**src/rtl/vector_hadamard_tiled.sv**
```systemverilog
// Element-wise signed fixed-point multiply of two packed vectors, TILING lanes per
// clock, with floor shift by FRACTION and saturation to RESULT_CELL_WIDTH.
module vector_hadamard_tiled #(
  parameter int VECTOR_LEN        = 5,
  parameter int A_CELL_WIDTH      = 8,
  parameter int B_CELL_WIDTH      = 8,
  parameter int RESULT_CELL_WIDTH = 8,
  parameter int FRACTION          = 4,
  parameter int TILING            = 2
) (
  input  logic                                    clk,
  input  logic                                    rst,
  input  logic                                    start,
  input  logic [VECTOR_LEN*A_CELL_WIDTH-1:0]      a,
  input  logic [VECTOR_LEN*B_CELL_WIDTH-1:0]      b,
  output logic [VECTOR_LEN*RESULT_CELL_WIDTH-1:0] result,
  output logic                                    valid,
  output logic                                    busy
);

  localparam int NUM_TILES = (VECTOR_LEN + TILING - 1) / TILING;
  localparam int TILE_W    = $clog2(NUM_TILES + 1);
  localparam int PROD_W    = A_CELL_WIDTH + B_CELL_WIDTH;

  localparam logic [TILE_W-1:0] LAST_TILE = TILE_W'(NUM_TILES - 1);
  localparam logic [TILE_W-1:0] END_TILE  = TILE_W'(NUM_TILES);

  localparam logic signed [PROD_W-1:0] SAT_MAX = PROD_W'((1 << (RESULT_CELL_WIDTH - 1)) - 1);
  localparam logic signed [PROD_W-1:0] SAT_MIN = ~SAT_MAX;

  typedef enum logic [1:0] {
    IDLE = 2'd0,
    RUN  = 2'd1,
    DONE = 2'd2
  } state_t;

  state_t state_q, state_d;

  logic [VECTOR_LEN*A_CELL_WIDTH-1:0] a_q;
  logic [VECTOR_LEN*B_CELL_WIDTH-1:0] b_q;

  // tile_q is the next tile fed to the multipliers; the stage register holds the
  // saturated products of one tile until they are written into result.
  logic [TILE_W-1:0] tile_q;
  logic              stg_vld_q;
  logic [TILE_W-1:0] stg_tile_q;
  logic signed [RESULT_CELL_WIDTH-1:0] stg_q [TILING];

  logic signed [A_CELL_WIDTH-1:0]      lane_a   [TILING];
  logic signed [B_CELL_WIDTH-1:0]      lane_b   [TILING];
  logic signed [RESULT_CELL_WIDTH-1:0] lane_sat [TILING];

  logic issue;
  assign issue = (state_q == RUN) && (tile_q != END_TILE);

  // Operand mux: route the elements of the current tile onto the TILING lanes.
  always_comb begin
    // NOTE: every output of a combinational block gets a default first, so no
    // path leaves it unassigned and no latch is inferred.
    lane_a = '{default: '0};
    lane_b = '{default: '0};
    for (int e = 0; e < VECTOR_LEN; e++) begin
      if (tile_q == TILE_W'(e / TILING)) begin
        lane_a[e % TILING] = a_q[e*A_CELL_WIDTH +: A_CELL_WIDTH];
        lane_b[e % TILING] = b_q[e*B_CELL_WIDTH +: B_CELL_WIDTH];
      end
    end
  end

  for (genvar j = 0; j < TILING; j++) begin : g_lane
    logic signed [PROD_W-1:0] ext_a, ext_b, prod, shifted;

    assign ext_a   = PROD_W'(lane_a[j]);
    assign ext_b   = PROD_W'(lane_b[j]);
    assign prod    = ext_a * ext_b;
    assign shifted = prod >>> FRACTION;

    assign lane_sat[j] = (shifted > SAT_MAX) ? SAT_MAX[RESULT_CELL_WIDTH-1:0] :
                         (shifted < SAT_MIN) ? SAT_MIN[RESULT_CELL_WIDTH-1:0] :
                                               shifted[RESULT_CELL_WIDTH-1:0];
  end

  always_comb begin
    state_d = state_q;
    unique case (state_q)
      IDLE:    if (start) state_d = RUN;
      RUN:     if (stg_vld_q && (stg_tile_q == LAST_TILE)) state_d = DONE;
      DONE:    state_d = IDLE;
      default: state_d = IDLE;
    endcase
  end

  always_ff @(posedge clk or negedge rst) begin
    if (!rst) begin
      state_q    <= IDLE;
      valid      <= 1'b0;
      busy       <= 1'b0;
      a_q        <= '0;
      b_q        <= '0;
      tile_q     <= '0;
      stg_vld_q  <= 1'b0;
      stg_tile_q <= '0;
    end else begin
      // NOTE: sequential state uses non-blocking assignments so every register
      // samples pre-edge values regardless of statement order.
      state_q   <= state_d;
      valid     <= (state_d == DONE);
      busy      <= (state_d != IDLE);
      stg_vld_q <= issue;
      if (state_q == IDLE && start) begin
        a_q    <= a;
        b_q    <= b;
        tile_q <= '0;
      end
      if (issue) begin
        stg_tile_q <= tile_q;
        tile_q     <= tile_q + TILE_W'(1);
      end
    end
  end

  always_ff @(posedge clk or negedge rst) begin
    if (!rst) begin
      // NOTE: this small register array is reset along with the rest so an
      // aborted operation can never leak stale products into result.
      stg_q <= '{default: '0};
    end else if (issue) begin
      stg_q <= lane_sat;
    end
  end

  // Elements beyond VECTOR_LEN in a partial last tile have no slot and are dropped.
  always_ff @(posedge clk or negedge rst) begin
    if (!rst) begin
      result <= '0;
    end else if (stg_vld_q) begin
      for (int e = 0; e < VECTOR_LEN; e++) begin
        if (stg_tile_q == TILE_W'(e / TILING))
          result[e*RESULT_CELL_WIDTH +: RESULT_CELL_WIDTH] <= stg_q[e % TILING];
      end
    end
  end

endmodule
```
**config.mk**
```make
export PLATFORM = sky130hd
export DESIGN_NAME = vector_hadamard_tiled
export DESIGN_NICKNAME = d
export VERILOG_FILES = /design/src/rtl/vector_hadamard_tiled.sv
export SDC_FILE = /design/constraint.sdc
export NUM_CORES = 1
export LEC_CHECK = 0
export ABC_CLOCK_PERIOD_IN_PS = 7550
export CORE_MARGIN = 3
export CORE_UTILIZATION = 58
export DETAILED_ROUTE_END_ITERATION = 6
export PLACE_DENSITY = 0.8
export SLEW_MARGIN = 20
export SYNTH_ARGS = -nofsm -noshare
export SYNTH_HDL_FRONTEND = slang
export SYNTH_SLANG_ARGS = --single-unit
```
**constraint.sdc**
```tcl
create_clock -name clk -period 7.55 [get_ports clk]
set_clock_uncertainty 0.1 [all_clocks]
set_input_delay 0.755 -clock clk [delete_from_list [all_inputs] [get_ports clk]]
set_output_delay 0.755 -clock clk [all_outputs]
set_load 0.05 [all_outputs]
```
==> results.sh, run 1 <==
export IMPL_place_gp_congestion=0.865
export IMPL_path_cells="inv_1 -> ha_1 -> nor2b_2 -> buf_4 -> a22oi_1 -> nor2_1 -> fa_1 -> inv_1 -> fa_1 -> inv_1 -> fa_1 -> inv_1 -> fa_1 -> inv_1 -> ha_1 -> and3_1 -> a221oi_1 -> a21oi_1 -> mux2i_1 -> nor4_1 -> nand2_1 -> a21oi_1 -> a21oi_1"
export IMPL_endpoint_kind="flip-flop"
export IMPL_drt_initial_drc_count=430
export IMPL_drc=0
export IMPL_setup_violations=0
export IMPL_post_dp_cell_area_um2=12300
export IMPL_worstMarginPinSlew_ns=1.03
export IMPL_pre_cts_slack_ns=0.471
export IMPL_crit_type="reg -> reg"
export IMPL_yosys_area_share_adder_pct=27.2
export IMPL_wl_per_cell_um=16.3
export IMPL_synthFlopType="dfrtp_1"
export IMPL_grt_overflow=0
export IMPL_grt_pass1_wl_um=39500
export IMPL_critPathMaxStageDelay_ns=0.61
export IMPL_drtPass1Iterations=5
export IMPL_muxShareOfSynthArea_pct=12.0
export IMPL_cp_arrival_ns=7.12
export IMPL_crit_slowest_cell="a22oi_1"
export IMPL_ios=125
export IMPL_cts_setup_buffers=0
export IMPL_globalRouteTotalUtil_pct=24.3
export IMPL_period_needed_ns=6.95
export IMPL_reg2reg_slack_ns=0.60
export IMPL_synth_async_reset_ratio_pct=100
export IMPL_synth_xor_area_share_pct=2.53
export IMPL_min_path_type="in -> async"
export IMPL_gr_usage_met3_pct=3.81
export IMPL_clk_latency_ns=0.42
export IMPL_synth_seq_cells=145
export IMPL_dp_hpwl_um=17600
export IMPL_met2_usage_pct=38.2
export IMPL_syn_area_per_cell_um2=10.6
export IMPL_path_max_fanout=10
export IMPL_reg2reg_depth=23
export IMPL_synth_top_family_by_area="adder cells"
export IMPL_synthSimpleGateAreaFrac_pct=10.4
export IMPL_cts_root_buf="clkbuf_16"
export IMPL_startpoint="tile_q[0]"
export IMPL_max_freq_mhz=144
export IMPL_finalCritPeriodShare_pct=92.1
export IMPL_grt_max_degree=82
export IMPL_fill_cells=1321
export IMPL_setup_tns_ns=0
export IMPL_synth_area_um2=10700
export IMPL_crit_buf_inv=6
export IMPL_required_ns=7.72
export IMPL_stdcell_count=1389
export IMPL_syn_inst=1015
export IMPL_r2r_end="stg_q[1]"
export IMPL_tritoncts="done"
export IMPL_syn_nets=1266
export IMPL_coreArea_um2=18000
export IMPL_cts_buffers=17
export IMPL_drive_gt1_share_pct=15.1
export IMPL_diodes=0
export IMPL_clk_pin_slew_ns=0.06
export IMPL_cap_violations=0
export IMPL_start_util_pct=59.4
export IMPL_synth_top_area_cell="dfrtp_1"
export IMPL_wirelength_um=22700
export IMPL_die_area_um2=20100
export IMPL_ant_nets=0
export IMPL_rsz0062_at_grt="false"
export IMPL_final_area_um2=12900
export IMPL_nets=1398
export IMPL_syn_to_final_growth_pct=20.1
export IMPL_yosysWarningCount=0
export IMPL_grt_antenna_before_repair=0
export IMPL_fin_ws_ns=0.600
export IMPL_start_kind="flip-flop"
export IMPL_synth_top_cell_area_share_pct=33.9
export IMPL_synth_compound_area_share_pct=7.34
export IMPL_cts_max_level=4
export IMPL_yosysSeqAreaShare_pct=33.9
export IMPL_grt_busiest_layer="met2"
export IMPL_synth_distinct_cells=49
export IMPL_viasPerCell=5.51
export IMPL_num_vias=7651
export IMPL_first_global_vias=8090
export IMPL_synth_edf_count=0
export IMPL_numClockSinks=145
export IMPL_maxSlewViolCount=0
export IMPL_die_height_um=142
export IMPL_slew_headroom_pct=31.6
export IMPL_dp_cells=1357
export IMPL_portBuffers=124
export IMPL_status="finished clean"
export IMPL_hold_viol=0
export IMPL_gr_usage_met1_pct=35.2
export IMPL_cts_path_max_buffers=2
export IMPL_fp_dieW_um=142
export IMPL_crit_top_cell="inv_1"
export IMPL_critical_path_top_delay_family="adder cells"
export IMPL_r2r_start="tile_q[0]"
export IMPL_ys_top_cells_by_area="dfrtp_1, fa_1, mux2_2"
export IMPL_rows=49
==> layout by cell type (no fill, tap or decap), types with 8 or more instances in the layout <==
master	instances
xnor2_1	24
ha_1	60
a21oi_1	39
fa_1	108
clkdlybuf4s50_1	123
buf_4	15
clkbuf_16	17
a22oi_1	23
nand2_1	53
or2_2	10
or2_1	9
nand2b_1	8
nor2_1	135
inv_1	159
dfrtp_1	145
mux2_2	106
==> cell families after synthesis <==
logic type | Yosys count
DFF | 145
adders and majority gates | 168
muxes | 114
and+or+nand+nor | 254
buffers and inverters | 188
xor gates and xnor gates | 31
AOI/OAI and AO/OA | 115
==> worst register-to-register path, stage by stage (launching register included) <==
cell,delay [ns]
dfrtp_1,0.41
inv_1,0.10
ha_1,0.35
nor2b_2,0.23
buf_4,0.17
a22oi_1,0.61
nor2_1,0.14
fa_1,0.52
inv_1,0.06
fa_1,0.53
inv_1,0.05
fa_1,0.52
inv_1,0.06
fa_1,0.56
inv_1,0.05
ha_1,0.33
and3_1,0.18
a221oi_1,0.43
a21oi_1,0.19
mux2i_1,0.17
nor4_1,0.31
nand2_1,0.09
a21oi_1,0.49
a21oi_1,0.15
==> how the worst max path moves through the flow <==
stage	endpoint	slack, ns	cells after the start
final	stg_q[1]	0.60	23
after detailed placement	stg_q[12]	0.47	25
after global placement	stg_q[12]	0.73	25
after CTS	stg_q[12]	0.45	25
after global routing	stg_q[12]	0.02	25
after floorplan	stg_q[8]	0.86	28
==> Yosys cell counts, types with 2 or more instances <==
library cell  count
nor4_1            4
a21oi_1          40
a211oi_1          3
or2_1             9
a21o_1            7
nor3_1            2
a22o_1            3
o21ai_0           6
inv_1           159
o21ai_1           3
o2111ai_1         3
nor2_1          135
o21a_1            5
nand2b_1          8
o211ai_1          3
xor2_1            7
mux2i_1           2
xnor2_1          24
a21oi_2           3
ha_1             60
fa_1            108
nand3_1           7
inv_2             3
nand3b_1          2
dfrtp_1         145
or2_2            10
a22oi_1          23
or3_1             2
nor2b_1           8
buf_1             2
a221o_1           7
and3_1            3
clkbuf_1         23
nand2_1          53
mux2_1            6
nor3b_1           4
a31o_1            3
and2_1            4
mux2_2          106
==> repair_timing <==
| action | in CTS | in global routing |
|---|---|---|
| hold buffers | 0 | 0 |
| gates resized for setup | 0 | 1 |
| setup endpoints to repair | 0 | 7 |
==> flip-flops by register name, summed over array words and instances, names as in the netlist <==
name / cells
result: 40
stg_tile_q: 2
stg_vld_q: 1
tile_q: 2
stg_q: 16
a_q: 40
busy: 1
state_q: 2
b_q: 40
valid: 1
==> cell type report <==
type                    instances  area [um2]  share of cell area, %
inverters                     162         608                   4.73
well taps                     229         287                   2.23
multi-input cells             682        6390                   49.6
clock inverters                13         149                   1.16
repair buffers                139        1360                   10.5
flip-flops and latches        145        3630                   28.2
clock buffers                  19         453                   3.52
==> per-stage QoR <==
| step | util (%) | hold WS (ns) |
|---|---|---|
| final | 71.4 | 0.264 |
| after global routing | 71.4 | 0.326 |
| after CTS | 71.4 | 0.291 |
| after detailed placement | 68.0 | 0.363 |
| after global placement | 68.0 | 0.358 |
| after floorplan | - | 0.359 |
==> metal layers <==
layer | share of wire [%] | wire length, um
met1 | 46 | 10400
met2 | 46 | 10500
met3 | 6.1 | 1380
met4 | 1.8 | 412
met5 | 0 | 0
Power of run 1 is not shown: default switching activity piles up to over one toggle a cycle in this logic, so the estimate is an artifact.
==> run 2: changes to the inputs <==
Settings changed: PLACE_DENSITY 0.8 to 0.82, SLEW_MARGIN 20 to 30.
==> results.sh, run 2 (synthesis gave the netlist of run 1 again) <==
export IMPL_path_cells="inv_1 -> ha_1 -> nor2b_2 -> buf_12 -> a22oi_1 -> nor2_1 -> a21oi_1 -> or2_2 -> fa_1 -> fa_1 -> inv_1 -> fa_1 -> inv_1 -> fa_1 -> inv_1 -> ha_1 -> nand3_1 -> o2111ai_1 -> a31o_1 -> a21oi_2 -> xnor2_1 -> or4_1 -> and3_1 -> a221o_1"
export IMPL_fin_hold_ws_ns=0.241
export IMPL_cts_path_max_buffers=2
export IMPL_setup_tns_ns=0
export IMPL_die_height_um=142
export IMPL_fin_ws_ns=0.525
export IMPL_pre_cts_slack_ns=0.609
export IMPL_worstMarginPinSlew_ns=0.915
export IMPL_fill_cells=1300
export IMPL_final_common_cell="inv_1"
export IMPL_period_needed_ns=7.02
export IMPL_critical_path_top_delay_family="adder cells"
export IMPL_endpoint_kind="flip-flop"
export IMPL_start_kind="flip-flop"
export IMPL_drtPass1Iterations=6
export IMPL_max_freq_mhz=142
export IMPL_wirelength_um=23200
export IMPL_status="finished clean"
export IMPL_required_ns=7.75
export IMPL_crit_slowest_cell="fa_1"
export IMPL_diodes=0
export IMPL_tritoncts="done"
export IMPL_cp_arrival_ns=7.23
export IMPL_multi_input_area_um2=6380
export IMPL_globalRouteTotalUtil_pct=24.7
export IMPL_critPathMaxStageDelay_ns=0.56
export IMPL_cts_max_level=4
export IMPL_place_gp_congestion=0.892
export IMPL_numClockSinks=145
export IMPL_cts_resized=0
export IMPL_drive_gt1_share_pct=14.9
export IMPL_hold_viol=0
export IMPL_dp_hpwl_um=17900
export IMPL_cts_buffers=17
export IMPL_wl_per_cell_um=16.7
export IMPL_setup_violations=0
export IMPL_path_max_fanout=20
export IMPL_clk_latency_ns=0.43
export IMPL_num_vias=7655
export IMPL_crit_buf_inv=5
export IMPL_viasPerCell=5.51
export IMPL_ios=125
export IMPL_finalCritPeriodShare_pct=93.0
export IMPL_coreArea_um2=18000
export IMPL_first_global_vias=8134
export IMPL_rsz0062_at_grt="false"
export IMPL_cts_hold_buf=0
export IMPL_maxSlewViolCount=0
export IMPL_min_path_type="in -> async"
export IMPL_cap_violations=0
export IMPL_start_util_pct=59.4
export IMPL_cts_setup_buffers=0
export IMPL_layout_common_cells="inv_1, dfrtp_1, nor2_1, clkdlybuf4s50_1, fa_1"
export IMPL_grt_pass1_wl_um=39800
export IMPL_nets=1398
export IMPL_crit_type="reg -> reg"
export IMPL_portBuffers=124
export IMPL_syn_to_final_growth_pct=20.6
export IMPL_die_area_um2=20100
export IMPL_final_area_um2=12900
export IMPL_register_area_um2=3630
export IMPL_drt_initial_drc_count=486
export IMPL_rows=49
export IMPL_ant_nets=0
export IMPL_post_dp_cell_area_um2=12300
export IMPL_grt_antenna_before_repair=0
export IMPL_slew_headroom_pct=39.0
export IMPL_cts_root_buf="clkbuf_16"
export IMPL_clk_pin_slew_ns=0.07
export IMPL_top_regs="a_q x40, b_q x40, result x40"
export IMPL_fp_dieW_um=142
export IMPL_grt_max_degree=82
export IMPL_grt_overflow=0
export IMPL_drc=0
## run 2: cell types whose count changed in the layout (fill, tap and decap cells not counted), sizes merged
| cell | before | now |
|---|---|---|
| inv | 168 | 166 |
| clkbuf | 19 | 18 |
| bufinv | 2 | 4 |
| clkinv | 2 | 3 |
## run 2: area by class of cell
type | count | share of cell area, %
sequential | 145 | 28.1
timing repair buffer | 139 | 10.6
clock buffer | 18 | 3.32
multi-input combinational | 682 | 49.4
tap | 229 | 2.22
clock inverter | 14 | 1.58
inverter | 162 | 4.71
## run 2: metal layers
metal  global-route usage [%]  wire, um  vias to the layer above  part of all wire, %
met3                     4.31      1360                       43                  5.8
li1                         -         -                     3557                    -
met2                     40.2     10800                      285                   46
met4                     6.72       466                        0                  2.0
met5                        0         0                        -                    0
met1                     34.8     10600                     3770                   46
## run 2: final timing paths
path                             from  slack (ns)    endpoint  cells after the start
max in group asynchronous         rst        6.01     b_q[13]                      2
setup reg to reg            tile_q[0]        0.53    stg_q[8]                     24
hold / removal                    rst        0.24    stg_q[3]                      1
min in group clk           result[33]        0.38  result[33]                      2
setup / recovery            tile_q[0]        0.53    stg_q[8]                     24
hold reg to reg            result[33]        0.38  result[33]                      2
## run 2: per-stage QoR
stage / std cells / utilization, %
after floorplan: 1015 / -
after global placement: 1357 / 68.1
after detailed placement: 1357 / 68.1
after CTS: 1389 / 71.6
after global routing: 1389 / 71.6
final: 1389 / 71.6
## run 2: worst reg2reg max path, stage by stage (launching register included)
cell and delay (ns):
dfrtp_1 0.40, inv_1 0.09, ha_1 0.35, nor2b_2 0.28, buf_12 0.17, a22oi_1 0.31
nor2_1 0.09, a21oi_1 0.54, or2_2 0.24, fa_1 0.46, fa_1 0.56, inv_1 0.06
fa_1 0.53, inv_1 0.05, fa_1 0.53, inv_1 0.04, ha_1 0.33, nand3_1 0.11
o2111ai_1 0.23, a31o_1 0.20, a21oi_2 0.06, xnor2_1 0.13, or4_1 0.50, and3_1 0.26
a221o_1 0.29
Power of run 2 is left out for the same reason.
